File: config.mk
export PLATFORM = sky130hd
export DESIGN_NAME = btn_conditioner
export DESIGN_NICKNAME = d
export VERILOG_FILES = /design/src/rtl/btn_conditioner.sv
export SDC_FILE = /design/constraint.sdc
export NUM_CORES = 1
export LEC_CHECK = 0
export ABC_AREA = 0
export CORE_UTILIZATION = 45
export CTS_CLUSTER_DIAMETER = 100
export DETAILED_ROUTE_END_ITERATION = 7
export PLACE_DENSITY = 0.65
export SYNTH_ARGS = -nofsm -noshare
export SYNTH_HDL_FRONTEND = slang
export SYNTH_SLANG_ARGS = --single-unit
File: constraint.sdc
create_clock -name clk -period 2.8 [get_ports clk]
set_input_delay 0.42 -clock clk [delete_from_list [all_inputs] [get_ports clk]]
set_output_delay 0.42 -clock clk [all_outputs]
set_load 0.02 [all_outputs]
File: src/rtl/btn_conditioner.sv
// Four-button input conditioner: 2-flop synchronizers, per-button debounce,
// one-cycle press pulses and CPU-acknowledged sticky press flags.
module btn_conditioner #(
  parameter int DEBOUNCE_CYCLES = 250000,
  parameter int CNT_W           = 18
) (
  input  logic       clk,
  input  logic       reset,
  input  logic [3:0] btn_raw,
  input  logic       clr,
  input  logic [3:0] clr_mask,
  output logic [3:0] btn_level,
  output logic [3:0] btn_pulse,
  output logic [3:0] btn_sticky,
  output logic       any_pending
);

  localparam logic [CNT_W-1:0] CNT_MAX = CNT_W'(DEBOUNCE_CYCLES - 1);

  logic [3:0] sync1_q, sync2_q;
  logic [3:0] level_q, level_d;
  logic [3:0] pulse_q, pulse_d;
  logic [3:0] sticky_q, sticky_d;

  always_ff @(posedge clk or posedge reset) begin
    if (reset) begin
      sync1_q <= '0;
      sync2_q <= '0;
    end else begin
      sync1_q <= btn_raw;
      sync2_q <= sync1_q;
    end
  end

  for (genvar gi = 0; gi < 4; gi++) begin : g_btn
    logic [CNT_W-1:0] cnt_q, cnt_d;
    logic             stable_q, stable_d;

    // Any cycle agreeing with the stable state zeroes the count, so a bounce
    // restarts the full debounce window.
    always_comb begin
      cnt_d    = '0;
      stable_d = stable_q;
      if (sync2_q[gi] != stable_q) begin
        if (cnt_q == CNT_MAX) begin
          stable_d = sync2_q[gi];
        end else begin
          cnt_d = cnt_q + CNT_W'(1);
        end
      end
    end

    always_ff @(posedge clk or posedge reset) begin
      if (reset) begin
        cnt_q    <= '0;
        stable_q <= 1'b0;
      end else begin
        cnt_q    <= cnt_d;
        stable_q <= stable_d;
      end
    end

    assign level_q[gi] = stable_q;
    assign level_d[gi] = stable_d;
  end

  // Set is OR-ed in after the clear so a coincident press wins.
  always_comb begin
    pulse_d  = level_d & ~level_q;
    sticky_d = (sticky_q & ~(clr ? clr_mask : 4'b0000)) | pulse_d;
  end

  always_ff @(posedge clk or posedge reset) begin
    if (reset) begin
      pulse_q  <= '0;
      sticky_q <= '0;
    end else begin
      pulse_q  <= pulse_d;
      sticky_q <= sticky_d;
    end
  end

  assign btn_level   = level_q;
  assign btn_pulse   = pulse_q;
  assign btn_sticky  = sticky_q;
  assign any_pending = |sticky_q;

endmodule

Word-level counts from Yosys, hierarchy flattened
Index checks and enable logic that the tools add are counted.
{ "word_totals": {"wordCells": 47, "regBits": 92} }
{ "op_classes": {"eq_ne": 8, "n_addsub": 4, "n_mux": 17, "n_reduce_logical": 1, "bitwise_logic": 5} }
{ "ops": {"columns": ["cell", "count"], "rows": [
  ["18-bit two-way mux", 8],
  ["18-bit by 1-bit adder with 18-bit output (second input constant)", 4],
  ["18-bit equality test (second input constant)", 4],
  ["4-bit AND", 2],
  ["1-bit two-way mux", 8],
  ["4-bit inverter", 2],
  ["4-bit two-way mux", 1],
  ["1-bit != test", 4],
  ["4-bit bitwise OR", 1],
  ["4-bit OR reduction", 1]
]} }

Logic depth before layout (Yosys ltp)
Gate-level depths: netlist (run 1).
{ "depth": {"word_depth": 5, "ltp_mapped": 6} }

Worst setup path after synthesis (run 1)
Ideal clock, no wire load.
{ "synth_path": {"kind": "register to register", "from": "register g_btn[0].cnt_q[0]", "to": "register g_btn[0].stable_q", "path_buffers": 0, "arrival_ps": 1691, "stages_incl_launch_ff": 5, "setup_slack_ps": 984, "t_required_ps": 2675, "cell_sequence": "dfrtp_1 ha_1 nand3_1 or4_4 mux2_4"} }
{ "synth_between": {"elab_chain_len": 3} }
{ "synth_rtl": {"columns": ["item", "line_no", "text"], "rows": [
  ["from (decl)", "36", "logic [CNT_W-1:0] cnt_q, cnt_d;"],
  ["from (signal assigned)", "58", "cnt_q <= cnt_d;"],
  ["18-bit equality test", "45", "if (cnt_q == CNT_MAX) begin"],
  ["1-bit two-way mux", "45", null],
  ["1-bit two-way mux", "44", "if (sync2_q[gi] != stable_q) begin"],
  ["net g_btn[0].stable_d", "37", "logic stable_q, stable_d;"],
  ["to (signal assigned)", "59", "stable_q <= stable_d;"],
  ["to (decl)", "37", null]
]} }
The timed path passes the listed nets, and every way through them passes these cells.

Worst setup path after layout (run 1)
{ "layout_path": {"from": "register sticky_q[1] (netlist: btn_sticky[1])", "to": "output port any_pending"} }
{ "layout_between": {"elab_chain_len": 1} }
{ "layout_rtl": {"columns": ["item", "line_no", "text"], "rows": [
  ["from (decl)", "23", "logic [3:0] sticky_q, sticky_d;"],
  ["from (signal assigned)", "79", "sticky_q <= sticky_d;"],
  ["4-bit OR reduction", "86", "assign any_pending = |sticky_q;"],
  ["to (decl)", "15", "output logic any_pending"]
]} }
Every way passes these cells.

==> results of run 1 <==
report_power, final:
| group | internal (µW) | leakage [µW] | switching [µW] |
|---|---|---|---|
| clock network | 554 | 0.000112 | 470 |
| registers | 1350 | 0.00126 | 17.9 |
| logic | 40.0 | 0.000621 | 58.5 |
| total | 1940 | 0.00199 | 546 |
cell usage after synthesis, types with 3 or more instances:
| cell | number | area [µm²] |
|---|---|---|
| a21oi_1 | 4 | 20.0 |
| and3_1 | 7 | 43.8 |
| buf_2 | 5 | 25.0 |
| buf_4 | 4 | 30.0 |
| dfrtp_1 | 92 | 2300 |
| ha_1 | 4 | 50.1 |
| inv_1 | 15 | 56.3 |
| nand2_1 | 24 | 90.1 |
| nand2b_1 | 3 | 18.8 |
| nand3_1 | 21 | 105 |
| nand3_2 | 3 | 30.0 |
| nand4_1 | 21 | 131 |
| nor2_1 | 78 | 293 |
| nor3_1 | 16 | 80.1 |
| nor4_1 | 26 | 163 |
| o21ai_0 | 4 | 20.0 |
| o41ai_4 | 3 | 82.6 |
| or4_1 | 3 | 22.5 |
| xnor2_1 | 50 | 438 |
| xor2_1 | 12 | 105 |
how the worst max path moves through the flow:
stage               slack (ns)  cells after the start                end               from
floorplan                 0.98                      4  g_btn[0].stable_q  g_btn[0].cnt_q[0]
global placement          0.82                      5  g_btn[2].cnt_q[4]  g_btn[2].cnt_q[0]
detailed placement        0.77                      5  g_btn[2].cnt_q[7]  g_btn[2].cnt_q[0]
CTS                       0.51                      2        any_pending      btn_sticky[2]
global route              0.48                      2        any_pending      btn_sticky[1]
finish                    0.53                      2        any_pending      btn_sticky[1]
cells in the final DEF, fill, tap and decap left out, types with 14 or more instances in the layout:
| master | instances |
|---|---|
| inv_1 | 14 |
| clkdlybuf4s50_1 | 23 |
| dfrtp_1 | 92 |
| nor2_1 | 78 |
| nand3_1 | 21 |
| xnor2_1 | 50 |
| nor3_1 | 16 |
| nand4_1 | 21 |
| nand2_1 | 24 |
| nor4_1 | 26 |
logic make-up (layout without fill, tap and decap cells):
| kind of cell | after synthesis | count (layout) | synth area share [%] |
|---|---|---|---|
| AOI/OAI and AO/OA | 18 | 18 | 4.15 |
| adders and majority gates | 4 | 4 | 1.14 |
| muxes | 5 | 5 | 1.43 |
| DFF | 92 | 92 | 52.6 |
| xor gates and xnor gates | 62 | 62 | 12.4 |
| and+or+nand+nor | 216 | 216 | 25.6 |
| buffers and inverters | 25 | 60 | 2.63 |
final cells by class:
class	instances	area, µm²	share of cell area [%]
repair buffers	29	288	5.75
flip-flops and latches	92	2300	46.0
well taps	129	161	3.23
clock inverters	5	83.8	1.68
inverters	15	60.1	1.20
multi-input cells	305	1960	39.1
clock buffers	11	151	3.03
state kept, by name, indices dropped and copies added (netlist names):
register and cells:
g_btn.stable_q 4, btn_pulse 4, sync2_q 4, g_btn.cnt_q 72
btn_sticky 4, sync1_q 4
through the flow:
| stage | cell area (µm²) | instances | hold WS (ns) |
|---|---|---|---|
| 3_5_place_dp | 4770 | 570 | 0.336 |
| 5_1_grt | 5000 | 586 | 0.359 |
| 2_1_floorplan | 4380 | 422 | 0.331 |
| 4_1_cts | 5000 | 586 | 0.355 |
| 3_3_place_gp | 4770 | 570 | 0.333 |
| 6_report | 5000 | 586 | 0.353 |
layer usage:
metal / GRT usage, % / vias to the layer above / part of all wire [%]
met4: 6.69 / 0 / 1.2
met2: 26.2 / 57 / 44
met1: 25.8 / 1467 / 51
li1: - / 1528 / -
met3: 2.98 / 9 / 3.9
met5: 0 / - / 0
worst max-delay path, delay by kind of cell (launching register included):
| family | cells | cell delay (ns) |
|---|---|---|
| buffers and inverters | 1 | 0.56 |
| flip-flops | 1 | 0.42 |
| AND/OR/NAND/NOR | 1 | 0.52 |
==> run_results.csv, run 1 <==
group,metric,value,unit
run_status,status,"completed",
pwr,cellPowerDensity,497,nW/µm²
cts,htreeDepth,3,
sta,timing.final.crit_share,81.2,%
finish,num-fill-cells,833,
global_route,antenna_found_initial,0,
detailed_routing,drt_first_pass_iters,5,
floorplanning,die_area,10100,µm²
sta,finalMaxSlewViolations,0,
setup_path,path_max_fanout,3,
setup_path,slowest_stage,"clkdlybuf4s50_1",
sta,clock_skew,0.0154,ns
yosys,netlist_area,4370,µm²
detailed_routing,ant_nets,0,
yosys,yosysWarningCount,0,
detailed_routing,routedWlPerCell,13.8,µm
sta,hold_violations,0,
cts,root_buffer,"clkbuf_8",
min_path,hp-start,"sync1_q[2]",
detailed_routing,drc_errors,0,
yosys,syn_inst,422,
sta,setup_slack,0.526,ns
yosys,synth_seq_cells,92,
floorplanning,die_h,101,µm
floorplanning,core,9330,µm²
yosys,yosysSeqAreaShare,52.6,%
setup_path,cp.required,2.38,ns
floorplanning,start_util,46.9,%
finish,drive_gt1_share,9.63,%
detailed_routing,drtIter0Drc,83,
sta,fin_crit,2.27,ns
cts,postCtsSetupRepairBufs,0,
cts,cts_resized,0,
setup_path,criticalPathCategory,"flip-flop to output port",
cts,clock_insertion_delay_worst_skew,0.35,ns
cts,cts_buffer_depth,2,
placement,pre_cts_slack,0.775,ns
cts,numCtsBuffers,9,
global_route,grt_max_degree,43,
pwr,ir_drop,0.302,mV
pwr,power,2490,µW
sta,rsz0062_at_grt,"false",
cts,cts_sinks,92,
global_route,grt_pass1_wl,14100,µm
global_route,grt_use_total,17.6,%
sta,setup_viol,0,
detailed_routing,vias_per_cell,5.22,
setup_path,worstReg2RegEnd,"g_btn[2].cnt_q[4]",
sta,max_freq,440,MHz
finish,final_util,53.6,%
yosys,synth_flop_cell,"dfrtp_1",
setup_path,worstPathCellList,"or4_1, clkdlybuf4s50_1",
finish,n_antenna_cell,0,
setup_path,rrSetupSlack,0.75,ns
sta,slew_headroom,58.9,%
yosys,synth_cell_types,40,
detailed_routing,num_vias,3061,
cts,path_clk_slew,0.09,ns
global_route,grt-ovfl-total,0,
placement,numPortBuffers,23,
min_path,hp-class,"flip-flop to flip-flop",
floorplanning,rows,35,
pwr,leakage,0.00199,µW
yosys,synthesis.nets,437,
floorplanning,io_pins,24,
setup_path,cp-end-kind,"output port",
sta,tightest_slew,0.611,ns
finish,nNetsFinal,467,
setup_path,cpPeakStageDelay,0.56,ns
setup_path,arrival,1.85,ns
yosys,synthArstFlopShare,100,%
sta,final.setup.tns,0,ns
global_route,grt_pass1_vias,2952,
yosys,synth_edf_count,0,
finish,area_delta_synth_final,14.4,%
setup_path,worstReg2RegStart,"g_btn[2].cnt_q[0]",
min_path,hold_path_depth,0,
cts,holdBufCountCts,0,
setup_path,reg2regPathDepth,5,
job,cap_violations,0,
min_path,whs_endpoint,"sync2_q[2]",
detailed_routing,routed_wl,8100,µm
placement,place_congestion,0.801,
setup_path,crit_path_start_kind,"flip-flop",
cts,cts_tree,"done",
placement,hpwl,5710,µm
yosys,avgSynthCellArea,10.4,µm²
floorplanning,fp.dieW,101,µm
Power figures use the tool's default switching activity.
==> run 2: changes to the inputs <==
==> constraint.sdc (replaced) <==
create_clock -name clk -period 2 [get_ports clk]
set_input_delay 0.3 -clock clk [delete_from_list [all_inputs] [get_ports clk]]
set_output_delay 0.3 -clock clk [all_outputs]
set_load 0.02 [all_outputs]
==> run 2 against run 1 <==
  * First-iteration DRC count increased by 86%
  * Clock skew rose by 0.0034 ns
  * Total power up 40%
  * Hold slack worse by 0.0060 ns
  * Critical path type unchanged
  * Largest cell class unchanged
  * Largest power group unchanged
==> run_results.csv, run 2 (synthesis gave the netlist of run 1 again) <==
group,metric,value,unit
run_status,status,"completed",
setup_path,path_max_fanout,3,
setup_path,cpPeakStageDelay,0.53,ns
detailed_routing,num_vias,3137,
cts,cts_tree,"done",
detailed_routing,drt_first_pass_iters,5,
sta,max_freq,519,MHz
pwr,ir_drop,0.330,mV
sta,timing.final.crit_share,96.4,%
min_path,hp-class,"flip-flop to flip-flop",
setup_path,cp-end-kind,"output port",
pwr,cellPowerDensity,685,nW/µm²
detailed_routing,topRoutingLayerUsed,"met4",
placement,hpwl,5740,µm
setup_path,criticalPathCategory,"flip-flop to output port",
floorplanning,die_area,10100,µm²
global_route,grt-ovfl-total,0,
floorplanning,die_h,101,µm
cts,clock_insertion_delay_worst_skew,0.36,ns
floorplanning,fp.dieW,101,µm
finish,nNetsFinal,477,
cts,root_buffer,"clkbuf_8",
setup_path,slowest_stage,"or4_1",
finish,drive_gt1_share,11.6,%
floorplanning,io_pins,24,
finish,n_antenna_cell,0,
detailed_routing,wl_met3,380,µm
detailed_routing,met2_length,3810,µm
global_route,grt_pass1_wl,14600,µm
cts,postCtsSetupRepairBufs,0,
sta,fin_crit,1.93,ns
pwr,power,3480,µW
global_route,grt_pass1_vias,3098,
sta,finalMaxSlewViolations,0,
detailed_routing,drc_errors,0,
global_route,grt_use_total,18.5,%
floorplanning,start_util,46.9,%
finish,largest_reg_flops,72,
placement,numPortBuffers,23,
sta,hold_violations,0,
cts,path_clk_slew,0.09,ns
sta,setup_viol,0,
detailed_routing,routedWlPerCell,14.0,µm
detailed_routing,drtIter0Drc,154,
cts,cts_sinks,92,
sta,final.setup.tns,0,ns
finish,largest_register,"g_btn.cnt_q",
finish,final_util,54.4,%
sta,tightest_slew,0.503,ns
setup_path,crit_path_start_kind,"flip-flop",
detailed_routing,ant_nets,0,
detailed_routing,vias_per_cell,5.26,
floorplanning,rows,35,
global_route,antenna_found_initial,0,
setup_path,arrival,1.63,ns
sta,clock_skew,0.0188,ns
detailed_routing,routed_wl,8370,µm
sta,rsz0062_at_grt,"false",
cts,numCtsBuffers,9,
cts,cts_buffer_depth,2,
detailed_routing,wl_met1,4050,µm
pwr,leakage,0.00204,µW
sta,slew_headroom,66.4,%
placement,place_congestion,0.832,
finish,area_delta_synth_final,16.1,%
finish,final_cell_mix,"dfrtp_1 (92), nor2_1 (78), xnor2_1 (50), nor4_1 (26), nand2_1 (24)",
setup_path,cp.required,1.70,ns
cts,holdBufCountCts,0,
global_route,grt_max_degree,93,
floorplanning,core,9330,µm²
setup_path,worstPathCellList,"or4_1, clkdlybuf4s15_1",
finish,final_common_cell,"dfrtp_1",
sta,hold_ws,0.347,ns
job,cap_violations,0,
cts,htreeDepth,3,
==> run 2: cell types whose count changed in the layout (fill, tap and decap cells not counted), sizes merged <==
cell,delta
buf,+10
clkdlybuf4s15,+1
clkdlybuf4s50,-1
clkinvlp,-1
inv,+1
==> run 2: path summary, 6_finish.rpt <==
check	start	endpoint	slack [ns]	depth (start not counted)
max in group asynchronous	reset	btn_sticky[3]	1.20	3
max	btn_sticky[1]	any_pending	0.07	2
min reg2reg	sync1_q[2]	sync2_q[2]	0.35	0
min	sync1_q[2]	sync2_q[2]	0.35	0
min in group asynchronous	reset	g_btn[1].cnt_q[6]	0.39	3
max reg2reg	g_btn[1].cnt_q[10]	g_btn[1].stable_q	0.10	4
==> run 2: layout make-up <==
cell class / count / area (µm²)
Clock inverter: 5 / 81.3
Sequential cell: 92 / 2300
Multi-Input combinational cell: 305 / 1960
Timing Repair Buffer: 39 / 363
Fill cell: 821 / 4250
Inverter: 15 / 60.1
Tap cell: 129 / 161
Clock buffer: 11 / 151
==> run 2: metrics by stage <==
stage	instance area (µm²)	setup slack [ns]	instances
final	5070	0.0724	596
after global routing	5070	0.000648	596
after CTS	5070	0.0297	596
after detailed placement	4840	0.122	580
after global placement	4840	0.152	580
after floorplan	4380	0.184	422
==> run 2: what timing repair did <==
action,CTS,global route
cloned,0,0
gates resized for setup,1,1
setup endpoints to repair,1,1
==> run 2: power by group <==
group	internal [µW]	switching, µW	leakage (µW)
registers	1890	25.8	0.00126
logic	59.1	83.5	0.000669
clock network	775	649	0.000116
total	2720	759	0.00204
==> run 2: worst max-delay path, delay by kind of cell, from the launching register on <==
family / cells / cell delay [ns]
simple gates: 1 / 0.53
buf+inv: 1 / 0.31
flops: 1 / 0.44
==> run 2: routing by layer <==
layer | vias to the layer above | GRT usage (%)
met3 | 15 | 4.72
met5 | - | 0
li1 | 1552 | -
met1 | 1510 | 25.7
met4 | 0 | 7.69
met2 | 60 | 27.7
